`config.mk`:
```
export PLATFORM = sky130hd
export DESIGN_NAME = card_shoe
export DESIGN_NICKNAME = d
export VERILOG_FILES = /design/src/rtl/bj_pkg.sv /design/src/rtl/card_script_fifo.sv /design/src/rtl/card_shoe.sv
export SDC_FILE = /design/constraint.sdc
export NUM_CORES = 1
export LEC_CHECK = 0
export ABC_AREA = 1
export BUFFER_PORTS_ARGS = -buffer_cell sky130_fd_sc_hd__buf_2
export CAP_MARGIN = 20
export CORE_UTILIZATION = 48
export CTS_BUF_LIST = sky130_fd_sc_hd__clkbuf_2
export DETAILED_ROUTE_END_ITERATION = 10
export GPL_TIMING_DRIVEN = 0
export PLACE_DENSITY_LB_ADDON = 0.2
export SLEW_MARGIN = 5
export SYNTH_ARGS = -nofsm -noshare
export SYNTH_HDL_FRONTEND = slang
export SYNTH_HIERARCHICAL = 1
export SYNTH_SLANG_ARGS = --single-unit
export TNS_END_PERCENT = 100
```
`constraint.sdc`:
```
create_clock -name clk -period 5.5 [get_ports clk]
set_input_delay 1.1 -clock clk [delete_from_list [all_inputs] [get_ports clk]]
set_output_delay 1.1 -clock clk [all_outputs]
set_load 0.005 [all_outputs]
```
`src/rtl/bj_pkg.sv`:
```
// Shared constants, state encodings and the rank-to-value helper
// used by the blackjack card shoe.
package bj_pkg;

  localparam logic [5:0]  DECK_SIZE = 6'd52;
  localparam logic [3:0]  RANK_ACE  = 4'd1;
  localparam logic [3:0]  RANK_KING = 4'd13;
  localparam logic [15:0] LFSR_TAPS = 16'hB400;

  typedef enum logic [1:0] {
    ST_IDLE,
    ST_PICK,
    ST_PROBE,
    ST_DELIVER
  } shoe_state_t;

  typedef enum logic [1:0] {
    SRC_RANDOM,
    SRC_SCRIPT,
    SRC_ERROR
  } draw_src_t;

  // Ace counts high; picture cards count ten.
  function automatic logic [5:0] card_value_of(input logic [3:0] rank);
    logic [5:0] value;
    if (rank == RANK_ACE)
      value = 6'd11;
    else if (rank > 4'd10)
      value = 6'd10;
    else
      value = {2'b00, rank};
    return value;
  endfunction

endpackage

```
`src/rtl/card_script_fifo.sv`:
```
// Small synchronous FIFO holding forced card ranks; dout shows the
// head entry so a pop can capture it in the same cycle.
module card_script_fifo #(
  parameter int DEPTH = 8
) (
  input  logic       clk,
  input  logic       reset,
  input  logic       wr,
  input  logic [3:0] din,
  input  logic       rd,
  output logic [3:0] dout,
  output logic       empty,
  output logic       full
);

  localparam int AW = $clog2(DEPTH);

  logic [3:0]  mem [DEPTH];
  logic [AW:0] wr_ptr;
  logic [AW:0] rd_ptr;
  logic        do_wr;
  logic        do_rd;

  // Pointers carry one extra wrap bit to tell full from empty.
  assign empty = (wr_ptr == rd_ptr);
  assign full  = (wr_ptr[AW] != rd_ptr[AW]) && (wr_ptr[AW-1:0] == rd_ptr[AW-1:0]);
  assign do_wr = wr && !full;
  assign do_rd = rd && !empty;
  assign dout  = mem[rd_ptr[AW-1:0]];

  always_ff @(posedge clk) begin
    if (reset) begin
      wr_ptr <= '0;
      rd_ptr <= '0;
    end else begin
      if (do_wr)
        wr_ptr <= wr_ptr + (AW+1)'(1);
      if (do_rd)
        rd_ptr <= rd_ptr + (AW+1)'(1);
    end
  end

  always_ff @(posedge clk) begin
    if (do_wr)
      mem[wr_ptr[AW-1:0]] <= din;
  end

endmodule

```
`src/rtl/card_shoe.sv`:
```
// Single-deck card source: serves one card per draw request, either from
// the script FIFO or at random from the undealt cards without repeats.
module card_shoe
  import bj_pkg::*;
#(
  parameter logic [15:0] SEED         = 16'hACE1,
  parameter int          SCRIPT_DEPTH = 8
) (
  input  logic       clk,
  input  logic       reset,
  input  logic       shuffle,
  input  logic       draw_req,
  input  logic       script_wr,
  input  logic [3:0] script_rank,
  output logic       draw_ack,
  output logic       draw_err,
  output logic [5:0] card_value,
  output logic [3:0] card_rank,
  output logic [1:0] card_suit,
  output logic [5:0] cards_left,
  output logic       deck_empty,
  output logic       script_full,
  output logic       busy
);

  shoe_state_t        state;
  shoe_state_t        next_state;
  draw_src_t          src;
  logic [15:0]        lfsr;
  logic [51:0]        mask;
  logic [5:0]         idx;
  logic [5:0]         pick_idx;
  logic [5:0]         probe_idx;
  logic [5:0]         lfsr_low;
  logic [3:0]         rand_rank;
  logic [1:0]         rand_suit;
  logic               req_q;
  logic               req_edge;
  logic               fifo_rd;
  logic               fifo_empty;
  logic [3:0]         fifo_dout;
  logic [3:0]         script_din;
  logic [3:0]         pend_rank;

  assign req_edge   = draw_req && !req_q;
  assign deck_empty = (cards_left == 6'd0);
  assign busy       = (state != ST_IDLE);
  assign script_din = (script_rank == 4'd0 || script_rank > RANK_KING) ? 4'd10 : script_rank;
  assign lfsr_low   = lfsr[5:0];
  assign pick_idx   = (lfsr_low < DECK_SIZE) ? lfsr_low : lfsr_low - 6'd12;
  assign probe_idx  = (idx == DECK_SIZE - 6'd1) ? 6'd0 : idx + 6'd1;
  assign rand_rank  = 4'(idx % 6'd13) + 4'd1;
  assign rand_suit  = 2'(idx / 6'd13);

  card_script_fifo #(.DEPTH(SCRIPT_DEPTH)) u_script_fifo (
    .clk   (clk),
    .reset (reset),
    .wr    (script_wr),
    .din   (script_din),
    .rd    (fifo_rd),
    .dout  (fifo_dout),
    .empty (fifo_empty),
    .full  (script_full)
  );

  always_ff @(posedge clk) begin
    if (reset) begin
      lfsr  <= SEED;
      req_q <= 1'b0;
      state <= ST_IDLE;
    end else begin
      lfsr  <= lfsr[0] ? ((lfsr >> 1) ^ LFSR_TAPS) : (lfsr >> 1);
      req_q <= draw_req;
      state <= next_state;
    end
  end

  // Shuffle overrides every transition, including a same-cycle request.
  always_comb begin
    next_state = state;
    fifo_rd    = 1'b0;
    case (state)
      ST_IDLE: begin
        if (req_edge && !shuffle) begin
          if (!fifo_empty) begin
            fifo_rd    = 1'b1;
            next_state = ST_DELIVER;
          end else if (deck_empty) begin
            next_state = ST_DELIVER;
          end else begin
            next_state = ST_PICK;
          end
        end
      end
      ST_PICK:    next_state = mask[pick_idx] ? ST_PROBE : ST_DELIVER;
      ST_PROBE:   next_state = mask[probe_idx] ? ST_PROBE : ST_DELIVER;
      ST_DELIVER: next_state = ST_IDLE;
      default:    next_state = ST_IDLE;
    endcase
    if (shuffle)
      next_state = ST_IDLE;
  end

  always_ff @(posedge clk) begin
    if (reset) begin
      mask       <= '0;
      cards_left <= DECK_SIZE;
      idx        <= 6'd0;
      src        <= SRC_RANDOM;
      pend_rank  <= 4'd0;
      draw_ack   <= 1'b0;
      draw_err   <= 1'b0;
      card_value <= 6'd0;
      card_rank  <= 4'd0;
      card_suit  <= 2'd0;
    end else begin
      draw_ack <= 1'b0;
      draw_err <= 1'b0;
      if (shuffle) begin
        mask       <= '0;
        cards_left <= DECK_SIZE;
      end else begin
        case (state)
          ST_IDLE: begin
            if (req_edge) begin
              if (!fifo_empty) begin
                src       <= SRC_SCRIPT;
                pend_rank <= fifo_dout;
              end else if (deck_empty) begin
                src <= SRC_ERROR;
              end else begin
                src <= SRC_RANDOM;
              end
            end
          end
          ST_PICK:  idx <= pick_idx;
          ST_PROBE: idx <= probe_idx;
          ST_DELIVER: begin
            draw_ack <= 1'b1;
            case (src)
              SRC_SCRIPT: begin
                card_rank  <= pend_rank;
                card_suit  <= 2'd0;
                card_value <= card_value_of(pend_rank);
              end
              SRC_ERROR: begin
                draw_err   <= 1'b1;
                card_value <= 6'd0;
              end
              default: begin
                mask[idx]  <= 1'b1;
                cards_left <= cards_left - 6'd1;
                card_rank  <= rand_rank;
                card_suit  <= rand_suit;
                card_value <= card_value_of(rand_rank);
              end
            endcase
          end
          default: ;
        endcase
      end
    end
  end

endmodule

```
== Yosys cells after proc, flatten, opt, wreduce, memory -nomap -nowiden ==
Memories as Yosys holds them, arrays and structs flattened. A register that Yosys moved wholly into a read port is not among the register bits.
Index checks and enable logic that the tools add are counted.
Storage, ports and cells
  register bits after elaboration: 107
  bits in writable memories: 32
  input port bits: 9
  output and inout bits: 23
  logic and storage cells: 108
  memories: 1
Cells by class
  $add $sub $neg: 6
  div/mod/pow operators: 2
  $lt $le $gt $ge: 8
  equality and inequality tests: 12
  multiplexer cells: 33
  bitwise gates (word level): 7
  reductions and logical operators: 25
Memory list
  u_script_fifo.mem: depth 8, width 4, rd ports 1, clocked after Yosys merged registers in 1, wr ports 1, RTL line card_script_fifo.sv:18  | logic [3:0] mem [DEPTH];
Operators by type and width (count)
  OR 52 bit: 1
  case mux 6 bit (2 select lines): 2
  less-than comparator 6 x 7 -> 1 bit, second input constant: 3
  two-way mux 4 bit: 5
  two-way mux 16 bit: 1
  adder 4 x 1 -> 4 bit, second input constant: 3
  binary-select mux 1 bit (select 6 bit): 2
  greater-than comparator 4 bit, second input constant: 3
  two-way mux 1 bit: 12
  two-way mux 6 bit: 2
  two-way mux 2 bit: 5
  equality test 4 x 1 -> 1 bit, second input constant: 2
  case mux 2 bit (4 select lines): 1
  case mux 4 bit (2 select lines): 1
  adder 6 x 1 -> 6 bit, second input constant: 1
  demux 1 bit (select 6 bit): 1
  divider 6 x 4 -> 6 bit, second input constant: 1
  equality test 2 bit, second input constant: 3
  equality test 6 bit, second input constant: 1
  greater-or-equal comparator 6 x 1 -> 1 bit, second input constant: 1
  logical AND 1 bit: 6
  zero test 6 bit: 1
  less-than comparator 6 bit, second input constant: 1
  remainder unit 6 x 4 -> 6 bit, second input constant: 1
  20 further kinds: 33

== Logic depth before layout (Yosys ltp) ==
Gate-level depths: netlist (run 1).
  depth in word-level cells: 6
  mapped depth: 28
  mapped depth without buffers: 27

== Hierarchy ==
The synthesis (run 1) kept the hierarchy.
Modules (own cells, without submodules)
  card_shoe: instances 1, cells each 786, area each 5441.5 sq um
  card_script_fifo: instances 1, cells each 176, area each 1929.4 sq um

== Worst setup path after synthesis (run 1) ==
OpenSTA, ideal clock, no wires.
  kind: flip-flop to flip-flop
  from: register idx[4]
  to: register card_value[1]
  setup time: 70 ps
  data arrival time: 3306 ps
  data required time: 5430 ps
  path slack: 2124 ps
  cell stages (with the launch flop): 28
  buffers on the path: 1
  clock period less this slack: 3376 ps
  cell sequence: dfxtp_1 > buf_6 > nand4_1 > nand2_1 > inv_1 > ha_1 > nor2_2 > inv_2 > nand3_2 > nand2_1 > and2_1 > ha_1 > inv_1 > nor2_1 > nor2_4 > nand2_4 > nand2_4 > nand2_1 > nand2_2 > inv_1 > ha_1 > inv_1 > or2_2 > nand3_1 > nand3_2 > nand3_1 > nand2_1 > a21oi_1
Between the ends
  cells in the longest elaborated chain, start to end: 6
  elaborated cells on any way between the ends: 7
RTL lines
  from (decl): RTL line card_shoe.sv:31  | logic [5:0] idx;
  from (signal assigned): RTL line card_shoe.sv:136  | ST_PICK: idx <= pick_idx;
  from (signal assigned): RTL line card_shoe.sv:137  | ST_PROBE: idx <= probe_idx;
  remainder unit 6 x 4 -> 6 bit (*): RTL line card_shoe.sv:52  | assign rand_rank = 4'(idx % 6'd13) + 4'd1;
  adder 4 x 1 -> 4 bit (*): RTL line card_shoe.sv:52
  greater-than comparator 4 bit: RTL line bj_pkg.sv:28  | else if (rank > 4'd10)
  two-way mux 4 bit: RTL line bj_pkg.sv:28
  two-way mux 4 bit (*): RTL line bj_pkg.sv:26  | if (rank == RANK_ACE)
  case mux 6 bit (2 select lines) (*): RTL line card_shoe.sv:140  | case (src)
  to (signal assigned): RTL line card_shoe.sv:144  | card_value <= card_value_of(pend_rank);
  to (signal assigned): RTL line card_shoe.sv:155  | card_value <= card_value_of(rand_rank);
  to (decl): RTL line card_shoe.sv:17  | output logic [5:0] card_value,
Every way passes the cells marked *; elsewhere a longest branch is shown, timed or not.
A chain may end at the register's enable or synchronous reset.

== Worst setup path in the final report (run 1) ==
  from: register idx[0]
  to: register card_value[1]
The elaborated chain is that of the path after synthesis.

==> results of run 1 <==
-- power groups by stage --
| stage | registers [µW] | clock network, µW | logic [µW] |
|---|---|---|---|
| detailed placement | 1140 | 0 | 287 |
| global placement | 1140 | 0 | 284 |
| floorplan | 1140 | 0 | 214 |
| finish | 1120 | 644 | 293 |
| global route | 1120 | 705 | 327 |
| CTS | 1120 | 656 | 288 |
-- state kept, by name (all words and copies together), names as in the netlist, named ones only --
name                  count
mask                     52
u_script_fifo/mem        32
lfsr                     16
cards_left                6
idx                       6
card_rank                 4
card_value                4
pend_rank                 4
u_script_fifo/rd_ptr      4
u_script_fifo/wr_ptr      4
card_suit                 2
src                       2
state                     2
draw_ack                  1
draw_err                  1
req_q                     1
-- layer usage --
metal	vias to the layer above	wire length, µm	global-route usage
met5	-	0	0
met4	0	330	0.08292
met1	3039	8823	0.3415
met3	37	1528	0.06117
li1	3325	-	-
met2	269	8242	0.3861
-- per-stage QoR --
stage / total power, µW / cells / hold WS (ns)
2_1_floorplan: 1352 / 963 / 0.3883
3_3_place_gp: 1426 / 1176 / 0.3902
3_5_place_dp: 1429 / 1178 / 0.3941
4_1_cts: 2065 / 1210 / 0.4194
5_1_grt: 2157 / 1213 / 0.4356
6_report: 2058 / 1213 / 0.4173
-- cells in the mapped netlist, types with 7 or more instances --
library cell	count
or2_2	8
edfxtp_1	32
a21oi_1	114
nand2_1	127
nor3_1	13
nand2_2	13
o22ai_1	9
mux2i_1	8
clkbuf_1	23
o211ai_1	7
nand3_1	44
o21ai_0	98
inv_1	106
dfxtp_1	112
nand3_2	8
o221ai_1	10
nor2_1	131
ha_1	22
-- logic make-up after synthesis --
| kind of cell | count (synthesis) | synth area share |
|---|---|---|
| AND/OR/NAND/NOR | 372 | 0.2351 |
| AO/OA/AOI/OAI | 257 | 0.1903 |
| buffers and inverters | 152 | 0.08318 |
| flip-flops | 144 | 0.4346 |
| adder cells (fa/ha/maj) | 22 | 0.03734 |
| multiplexers | 8 | 0.01086 |
| XOR/XNOR | 6 | 0.008148 |
| other | 1 | 0.0005088 |
-- how the worst max path moves through the flow --
| stage | start | endpoint | slack [ns] |
|---|---|---|---|
| floorplan | idx[4]$_SDFFE_PP0P_ | card_value[1]$_SDFFE_PP0P_ | 2.12 |
| global placement | idx[0]$_SDFFE_PP0P_ | card_value[1]$_SDFFE_PP0P_ | 1.69 |
| detailed placement | idx[0]$_SDFFE_PP0P_ | card_value[1]$_SDFFE_PP0P_ | 1.64 |
| CTS | idx[0]$_SDFFE_PP0P_ | card_value[1]$_SDFFE_PP0P_ | 1.62 |
| global route | idx[0]$_SDFFE_PP0P_ | card_value[1]$_SDFFE_PP0P_ | 1.24 |
| finish | idx[0]$_SDFFE_PP0P_ | card_value[1]$_SDFFE_PP0P_ | 1.62 |
-- worst register-to-register path, delay by kind of cell, from the launching register on --
kind / cells / cell delay (ns)
and+or+nand+nor: 14 / 1.75
buffers and inverters: 6 / 0.89
adders and majority gates: 3 / 0.72
DFF: 1 / 0.40
AOI/OAI and AO/OA: 1 / 0.11
-- cell type report --
class,count,area [µm²],area share
Antenna cell,1,2.502,0.0003109
Buffer,37,175.2,0.02176
Clock buffer,18,90.09,0.01119
Clock inverter,14,166.4,0.02067
Inverter,115,437.9,0.05441
Multi-Input combinational cell,667,3571,0.4436
Sequential cell,144,3203,0.3979
Tap cell,184,230.2,0.02860
Timing Repair Buffer,33,172.7,0.02145
==> flow_summary.toml, run 1 <==
[status]
status = "complete, no violations"

[job]
drv_cap = 0

[synthesis]
synthCells = 962
synth.cell_area_um2 = 7371
synthTopCellsByArea = "dfxtp_1 (30%), edfxtp_1 (13%), a21oi_1 (7.7%)"
synthDominantCellAreaShare = 0.3042
synthArstFlopShare = 0
yosysWarnings = 6
syn_avg_cell_area_um2 = 7.662
synth_edf_count = 32
synth_top_cell_by_area = "dfxtp_1"
synth_ff_type = "dfxtp_1"
ys_seq_area_frac = 0.4346
synth_seq_cells = 144
synth_cell_types = 48

[final_layout]
finalCoreUtilization = 0.5455
drive_gt1_frac = 0.1342
syn_to_final_growth_pct = 9.200
layout_commonest_cell = "nor2_1"
final_cell_mix = "nor2_1 (131), nand2_1 (127), a21oi_1 (114), dfxtp_1 (112), inv_1 (106)"
finish.instance_area_um2 = 8049
fillers = 1454
final_nets = 1046

[power]
leakage_uw = 0.003184
p_int_uw = 1393
pwr-share-clk = 0.313
power_frac_seq = 0.545
p_switching_uw = 664.5
ir_drop_mv = 0.1761
powerDensity_nw_per_um2 = 255.7
swShare = 0.3229
comb_power_share = 0.142

[floorplanning]
dieArea_um2 = 15860
start_util = 0.4996
rows = 44
die_h_um = 125.9
coreArea_um2 = 14750
io_pins = 32
die_x_um = 125.9

[worst_setup_path]
path_cells = "clkbuf_1, inv_1, buf_2, ha_1, nand3_4, nand3_2, nand2_1, and2_1, ha_1, inv_1, nor2_1, nor2_4, nand2_4, nand3_1, nand2_2, inv_1, ha_1, inv_1, or2_2, nand3_1, nand3_2, nand3_1, nand2_1, a21oi_1"
path_class = "register to register"
critPathMostFrequentCell = "inv_1"
cpMaxStageDelayCell = "dfxtp_1"
cp.required_ns = 6.17
max_stage_delay_ns = 0.40
r2r_cells = 24
r2r-end = "card_value[1]$_SDFFE_PP0P_"
critPathLaunchType = "register"
r2r_setup_slack_ns = 1.62
crit_arrival_ns = 4.55
critPathCaptureType = "register"
crit_buf_inv = 6
critPathTopFamily = "simple AND/OR/NAND/NOR gates"
r2r_start = "idx[0]$_SDFFE_PP0P_"
cp.depth = 24
cp_max_fo = 12

[global_routing]
overflow = 0
grt_pass1_wl_mm = 30.86
grt_start_max_net_pins = 17
grtUsageTotal = 0.2497
antenna_found_initial = 1
grt_pass1_vias = 6013

[timing]
drv_slew = 0
setup_slack_ns = 1.623
finClkSkew_ns = 0.05536
fmax_mhz = 257.9
rsz0062_at_grt = "false"
fin_crit_ns = 3.877
worst_pin_slew_ns = 1.145
hold_viol = 0
setup_viol = 0
finalSetupTns_ns = 0
relSlewSlack = 0.2311
final.period_utilization = 0.7050

[clock_network]
cts-root-buf = "clkbuf_2"
cts_resized = 0
htree_levels = 4
cts_sinks = 144
clock_latency_ns = 0.74
postCtsSetupRepairBufs = 0
clk_pin_slew_ns = 0.23
clockBufferDepth = 2
numCtsBuffers = 17
cts_tree = "yes"
postCtsHoldBufs = 0

[detailed_routing]
drt_first_iter_violations = 724
dr.pass1.iters = 6
num_vias = 6670
drt-total-wl_mm = 18.92
drc_errors = 0
ant_nets = 0
routedWlPerCell_um = 15.60
via_per_inst = 5.499

[placement]
gp_congestion = 0.9407
dp_hpwl_mm = 13.76
portBuffers = 29
placed_area_um2 = 7777
dpl_worst_slack_ns = 1.640

[min_path]
hold_class = "register to register"
holdPathStages = 2
whs_endpoint = "lfsr[8]$_SDFF_PP0_"
hold_start = "lfsr[9]$_SDFF_PP0_"
(Power assumes the default switching activity.)
==> run 2, diff against run 1 <==
- ABC_AREA: 1 -> 0
- clock period: 5.5 -> 3.6 ns (I/O delays scaled with it)
==> run 2 against run 1 <==
  * Core utilization up 1.5 points
  * Critical path depth decreased by 5
  * Die area is 0.13% lower
  * Critical endpoint is now card_value[0]$_SDFFE_PP0P_
  * Synthesized cell count down 23%
  * Largest cell class unchanged
  * Critical path type unchanged
  * Flip-flop and latch count stayed put
==> flow_summary.toml, run 2 <==
[final_layout]
final_cell_mix = "dfxtp_1 (109), nor2_1 (94), a21oi_1 (71), nand2_1 (42)"
finalCoreUtilization = 0.5603
multi_input_area_um2 = 4016
seq_area_um2 = 3209
layout_commonest_cell = "dfxtp_1"
finish.instance_area_um2 = 8267
largest_reg_flops = 52
num_antenna_cells = 0
final_nets = 835
fillers = 1279
syn_to_final_growth_pct = 12.31
drive_gt1_frac = 0.2179
top_register = "mask"

[synthesis]
synth_seq_cells = 144
synth.cell_area_um2 = 7361
ys_seq_area_frac = 0.4352
yosysMostFrequentCell = "dfxtp_1"
synth_cell_types = 70
synthDominantCellAreaShare = 0.3046
synth_edf_count = 32
syn_avg_cell_area_um2 = 9.907
yosysWarnings = 6
synthArstFlopShare = 0
netlist_top_cells_count = "dfxtp_1 (112), nor2_1 (94), a21oi_1 (72), nand2_1 (43), mux2i_1 (41)"
synthTopCellsByArea = "dfxtp_1 (30%), edfxtp_1 (13%), mux4_2 (8.0%)"
synth_top_cell_by_area = "dfxtp_1"
synth_ff_type = "dfxtp_1"
synthCells = 743

[detailed_routing]
drt-total-wl_mm = 18.03
drt_first_iter_violations = 545
num_vias = 5922
routedWlPerCell_um = 18.01
dr.pass1.iters = 6
via_per_inst = 5.916
drc_errors = 0
ant_nets = 0

[floorplanning]
coreArea_um2 = 14750
die_x_um = 125.8
die_h_um = 125.8
io_pins = 32
start_util = 0.4989
rows = 44
dieArea_um2 = 15830

[timing]
setup_viol = 0
finalSetupTns_ns = 0
fmax_mhz = 289.2
hold_ws_ns = 0.2003
hold_viol = 0
fin_crit_ns = 3.457
final.period_utilization = 0.9604
drv_slew = 0
relSlewSlack = 0.2146
finClkSkew_ns = 0.05134
rsz0062_at_grt = "true"
worst_pin_slew_ns = 1.145

[worst_setup_path]
crit_buf_inv = 3
r2r_start = "idx[5]$_SDFFE_PP0P_"
cp_max_fo = 9
r2r_setup_slack_ns = 0.14
r2r-end = "card_value[0]$_SDFFE_PP0P_"
max_stage_delay_ns = 0.35
crit_arrival_ns = 4.10
critPathTopFamily = "simple AND/OR/NAND/NOR gates"
r2r_cells = 19
critPathCaptureType = "register"
cp.required_ns = 4.25
path_cells = "buf_6, and4b_1, a21oi_2, ha_2, inv_1, o21ai_4, nand2_4, xnor2_4, ha_2, nand2b_4, and4_4, nand2b_4, mux2i_4, inv_2, ha_4, nor2b_2, o21ai_1, a221oi_2, a211oi_1"
critPathLaunchType = "register"
path_class = "register to register"
cpMaxStageDelayCell = "dfxtp_1"

[global_routing]
busiest_layer = "met2"
grtUsageTotal = 0.2349
grt_start_max_net_pins = 17
use_met2 = 0.3634
antenna_found_initial = 0
grt_pass1_vias = 5609
grt_util_met3 = 0.04970
grt_use_met1 = 0.3228
overflow = 0
grt_pass1_wl_mm = 29.01

[power]
ir_drop_mv = 0.1763
powerDensity_nw_per_um2 = 378.1
leakage_uw = 0.003127
power_uw = 3126

[status]
status = "complete, no violations"

[clock_network]
clk_pin_slew_ns = 0.24
clock_latency_ns = 0.75
numCtsBuffers = 17
postCtsHoldBufs = 0
clockBufferDepth = 2
htree_levels = 4
cts-root-buf = "clkbuf_2"
cts_sinks = 144
cts_tree = "yes"

[min_path]
whs_endpoint = "req_q$_SDFF_PP0_"
holdPathStages = 2
hold_class = "primary input to register"
hold_start = "draw_req"

[placement]
gp_congestion = 0.8462
dp_hpwl_mm = 12.98
portBuffers = 29
placed_area_um2 = 7780

[job]
drv_cap = 0
[run 2: changes by cell type after synthesis, moves of 27 or more]
cell and change:
nand2_1 -84, o21ai_0 -79, inv_1 -84, nor2b_1 +27, nand3_1 -35, nor2_1 -37, mux2i_1 +33, a21oi_1 -42
[run 2: logic make-up after synthesis]
kind of cell | Yosys count | synth area share
other | 1 | 0.0005095
AOI/OAI and AO/OA | 153 | 0.1287
DFF | 144 | 0.4352
muxes | 83 | 0.1598
adders and majority gates | 22 | 0.03740
and+or+nand+nor | 247 | 0.1676
buffers and inverters | 70 | 0.04249
xor gates and xnor gates | 23 | 0.02839
[run 2: per-stage QoR]
stage / std cells / setup WS (ns)
2_1_floorplan: 744 / 0.01568
3_3_place_gp: 957 / -0.4826
3_5_place_dp: 958 / -0.6628
4_1_cts: 997 / 0.01207
5_1_grt: 1001 / -0.02023
6_report: 1001 / 0.1427
[run 2: area by class of cell]
cell class              count  share of cell area
plain buffers              46             0.02800
clock buffers              19             0.01150
clock inverters            13             0.01952
inverters                  23             0.01059
multi-input cells         530              0.4858
flip-flops and latches    144              0.3882
well taps                 184             0.02785
repair buffers             42             0.02845
[run 2: what timing repair did]
| action | in CTS | in global routing |
|---|---|---|
| setup endpoints to repair | 8 | 7 |
| gates resized for setup | 18 | 20 |
| gates cloned | 0 | 0 |
| buffers inserted | 7 | 2 |
| pin swaps | 5 | 5 |
[run 2: routing by layer]
metal  part of all wire  vias up  wire [µm]
met4              0.023        0        422
li1                   -     2786          -
met1               0.45     2852       8203
met5                  0        -          0
met2               0.45      242       8147
met3              0.070       42       1255
[run 2: how the worst max path moves through the flow]
stage	from	to	slack [ns]	depth (start not counted)
detailed placement	idx[4]$_SDFFE_PP0P_	card_value[0]$_SDFFE_PP0P_	-0.66	18
floorplan	idx[4]$_SDFFE_PP0P_	card_value[0]$_SDFFE_PP0P_	0.02	18
CTS	idx[2]$_SDFFE_PP0P_	card_value[0]$_SDFFE_PP0P_	0.01	19
global placement	idx[4]$_SDFFE_PP0P_	card_value[0]$_SDFFE_PP0P_	-0.48	18
global route	idx[2]$_SDFFE_PP0P_	card_value[0]$_SDFFE_PP0P_	-0.02	18
finish	idx[5]$_SDFFE_PP0P_	card_value[0]$_SDFFE_PP0P_	0.14	19
[run 2: report_power, final]
group / internal (µW) / switching, µW
logic: 167 / 249
registers: 1690 / 18.8
clock network: 396 / 608
==> run 3, diff against run 2 <==
- CORE_MARGIN: unset -> 10
==> run 3 against run 2 <==
  * First-iteration DRC count shrank 3.9%
  * Setup slack lost 0.021 ns
  * Sequential share of layout area fell by 0.18 points
  * Clock power barely moved
  * Fmax fell by 0.61%
==> flow_summary.toml, run 3 (synthesis gave the netlist of run 2 again) <==
[global_routing]
grt_pass1_wl_mm = 29.17
grt_pass1_vias = 5756
overflow = 0
grtUsageTotal = 0.1791
grt_start_max_net_pins = 19
antenna_found_initial = 1

[final_layout]
syn_to_final_growth_pct = 12.82
multi_input_area_um2 = 3991
fillers = 1346
finalNonFillerCells = 1012
largest_reg_flops = 52
seq_area_um2 = 3209
drive_gt1_frac = 0.2202
final_nets = 840
top_register = "mask"
layout_commonest_cell = "dfxtp_1"
final_cell_mix = "dfxtp_1 (109), nor2_1 (94), a21oi_1 (70), nand2_1 (42), mux2i_1 (40)"
finalCoreUtilization = 0.5503

[clock_network]
cts_tree = "yes"
clock_latency_ns = 0.78
clockBufferDepth = 2
cts-root-buf = "clkbuf_2"
clk_pin_slew_ns = 0.27
cts_sinks = 144
htree_levels = 4
numCtsBuffers = 17
postCtsHoldBufs = 0

[floorplanning]
start_util = 0.4878
die_x_um = 143.8
die_h_um = 143.8
coreArea_um2 = 15090
rows = 45
io_pins = 32
dieArea_um2 = 20690

[placement]
gp_congestion = 0.9361
dpl_worst_slack_ns = -0.6849
dp_hpwl_mm = 13.07
dpl.cell_count = 962
portBuffers = 29

[job]
drv_cap = 0

[power]
ir_drop_mv = 0.1836
powerDensity_nw_per_um2 = 375.0
leakage_uw = 0.003163

[detailed_routing]
ant_nets = 0
drt_first_iter_violations = 524
drt-total-wl_mm = 18.35
dr.pass1.iters = 5
num_vias = 5949
routedWlPerCell_um = 18.14
via_per_inst = 5.878
drc_errors = 0

[status]
status = "complete, no violations"

[worst_setup_path]
cp_max_fo = 10
cp.required_ns = 4.29
critPathCaptureType = "register"
critPathLaunchType = "register"
path_class = "register to register"
crit_arrival_ns = 4.17

[timing]
hold_ws_ns = 0.1449
setup_viol = 0
setup_slack_ns = 0.1215
drv_slew = 0
finalSetupTns_ns = 0
worst_pin_slew_ns = 1.039
hold_viol = 0
finClkSkew_ns = 0.02916
fmax_mhz = 287.5
final.period_utilization = 0.9662
relSlewSlack = 0.3013
fin_crit_ns = 3.478

[min_path]
hold_class = "primary input to register"
-- run 3: cell types whose count changed in the layout (fill, tap and decap cells not counted), moves of 3 or more --
cell | previous run | this run
inv_8 | 0 | 7
buf_4 | 13 | 19
clkinv_8 | 0 | 5
bufinv_16 | 3 | 0
clkinvlp_4 | 3 | 0
-- run 3: through the flow --
step	area, µm²	power [µW]
detailed placement	7785	2101
global placement	7752	2087
CTS	8183	3114
finish	8304	3114
global route	8304	3248
floorplan	7372	2000
-- run 3: worst paths after layout --
kind / from / endpoint / slack [ns] / cells past startpoint
hold reg to reg: lfsr[8]$_SDFF_PP0_ / lfsr[7]$_SDFF_PP1_ / 0.45 / 1
setup / recovery: idx[1]$_SDFFE_PP0P_ / card_value[0]$_SDFFE_PP0P_ / 0.12 / 18
hold / removal: draw_req / req_q$_SDFF_PP0_ / 0.14 / 2
setup reg to reg: idx[1]$_SDFFE_PP0P_ / card_value[0]$_SDFFE_PP0P_ / 0.12 / 18
-- run 3: worst max-delay path, stage by stage (launching register included) --
cell and delay (ns):
dfxtp_1 0.43, clkbuf_4 0.25, inv_2 0.17, ha_2 0.20, inv_1 0.06, o21ai_4 0.21
nand2_4 0.09, xnor2_4 0.17, ha_1 0.16, nand2b_1 0.11, and4_1 0.22, nand2b_4 0.18
mux2i_4 0.25, inv_2 0.07, ha_4 0.28, nor2b_1 0.12, o21ai_0 0.10, a221oi_2 0.23
a211oi_1 0.07
-- run 3: report_power, final --
part	internal [µW]	switching, µW	leakage, µW
registers	1690	18.6	0.00120
clock network	250	741	0.000161
logic	166	249	0.00180
total	2110	1010	0.00316
-- run 3: routing by layer --
layer  vias up  wire length (µm)  track usage  share of wire
li1       2810                 -            -              -
met1      2881              7970       0.2239           0.43
met2       220              8524       0.2835           0.46
met3        38              1466      0.05413          0.080
met4         0               392      0.06985          0.021
met5         -                 0            0              0
-- run 3: cell type report --
class | instances | area share
well taps | 188 | 0.02833
clock inverters | 15 | 0.02215
multi-input cells | 530 | 0.4806
flip-flops and latches | 144 | 0.3865
plain buffers | 47 | 0.02878
repair buffers | 46 | 0.03224
inverters | 23 | 0.01055
clock buffers | 17 | 0.01025
diodes | 2 | 0.0006027
-- run 3: repair_timing --
action | 4_1_cts | 5_1_grt
endpoints found under the setup margin | 8 | 8
buffers inserted | 8 | 5
hold endpoints to repair | 0 | 0
pin swaps | 5 | 5
gates resized for setup | 18 | 15
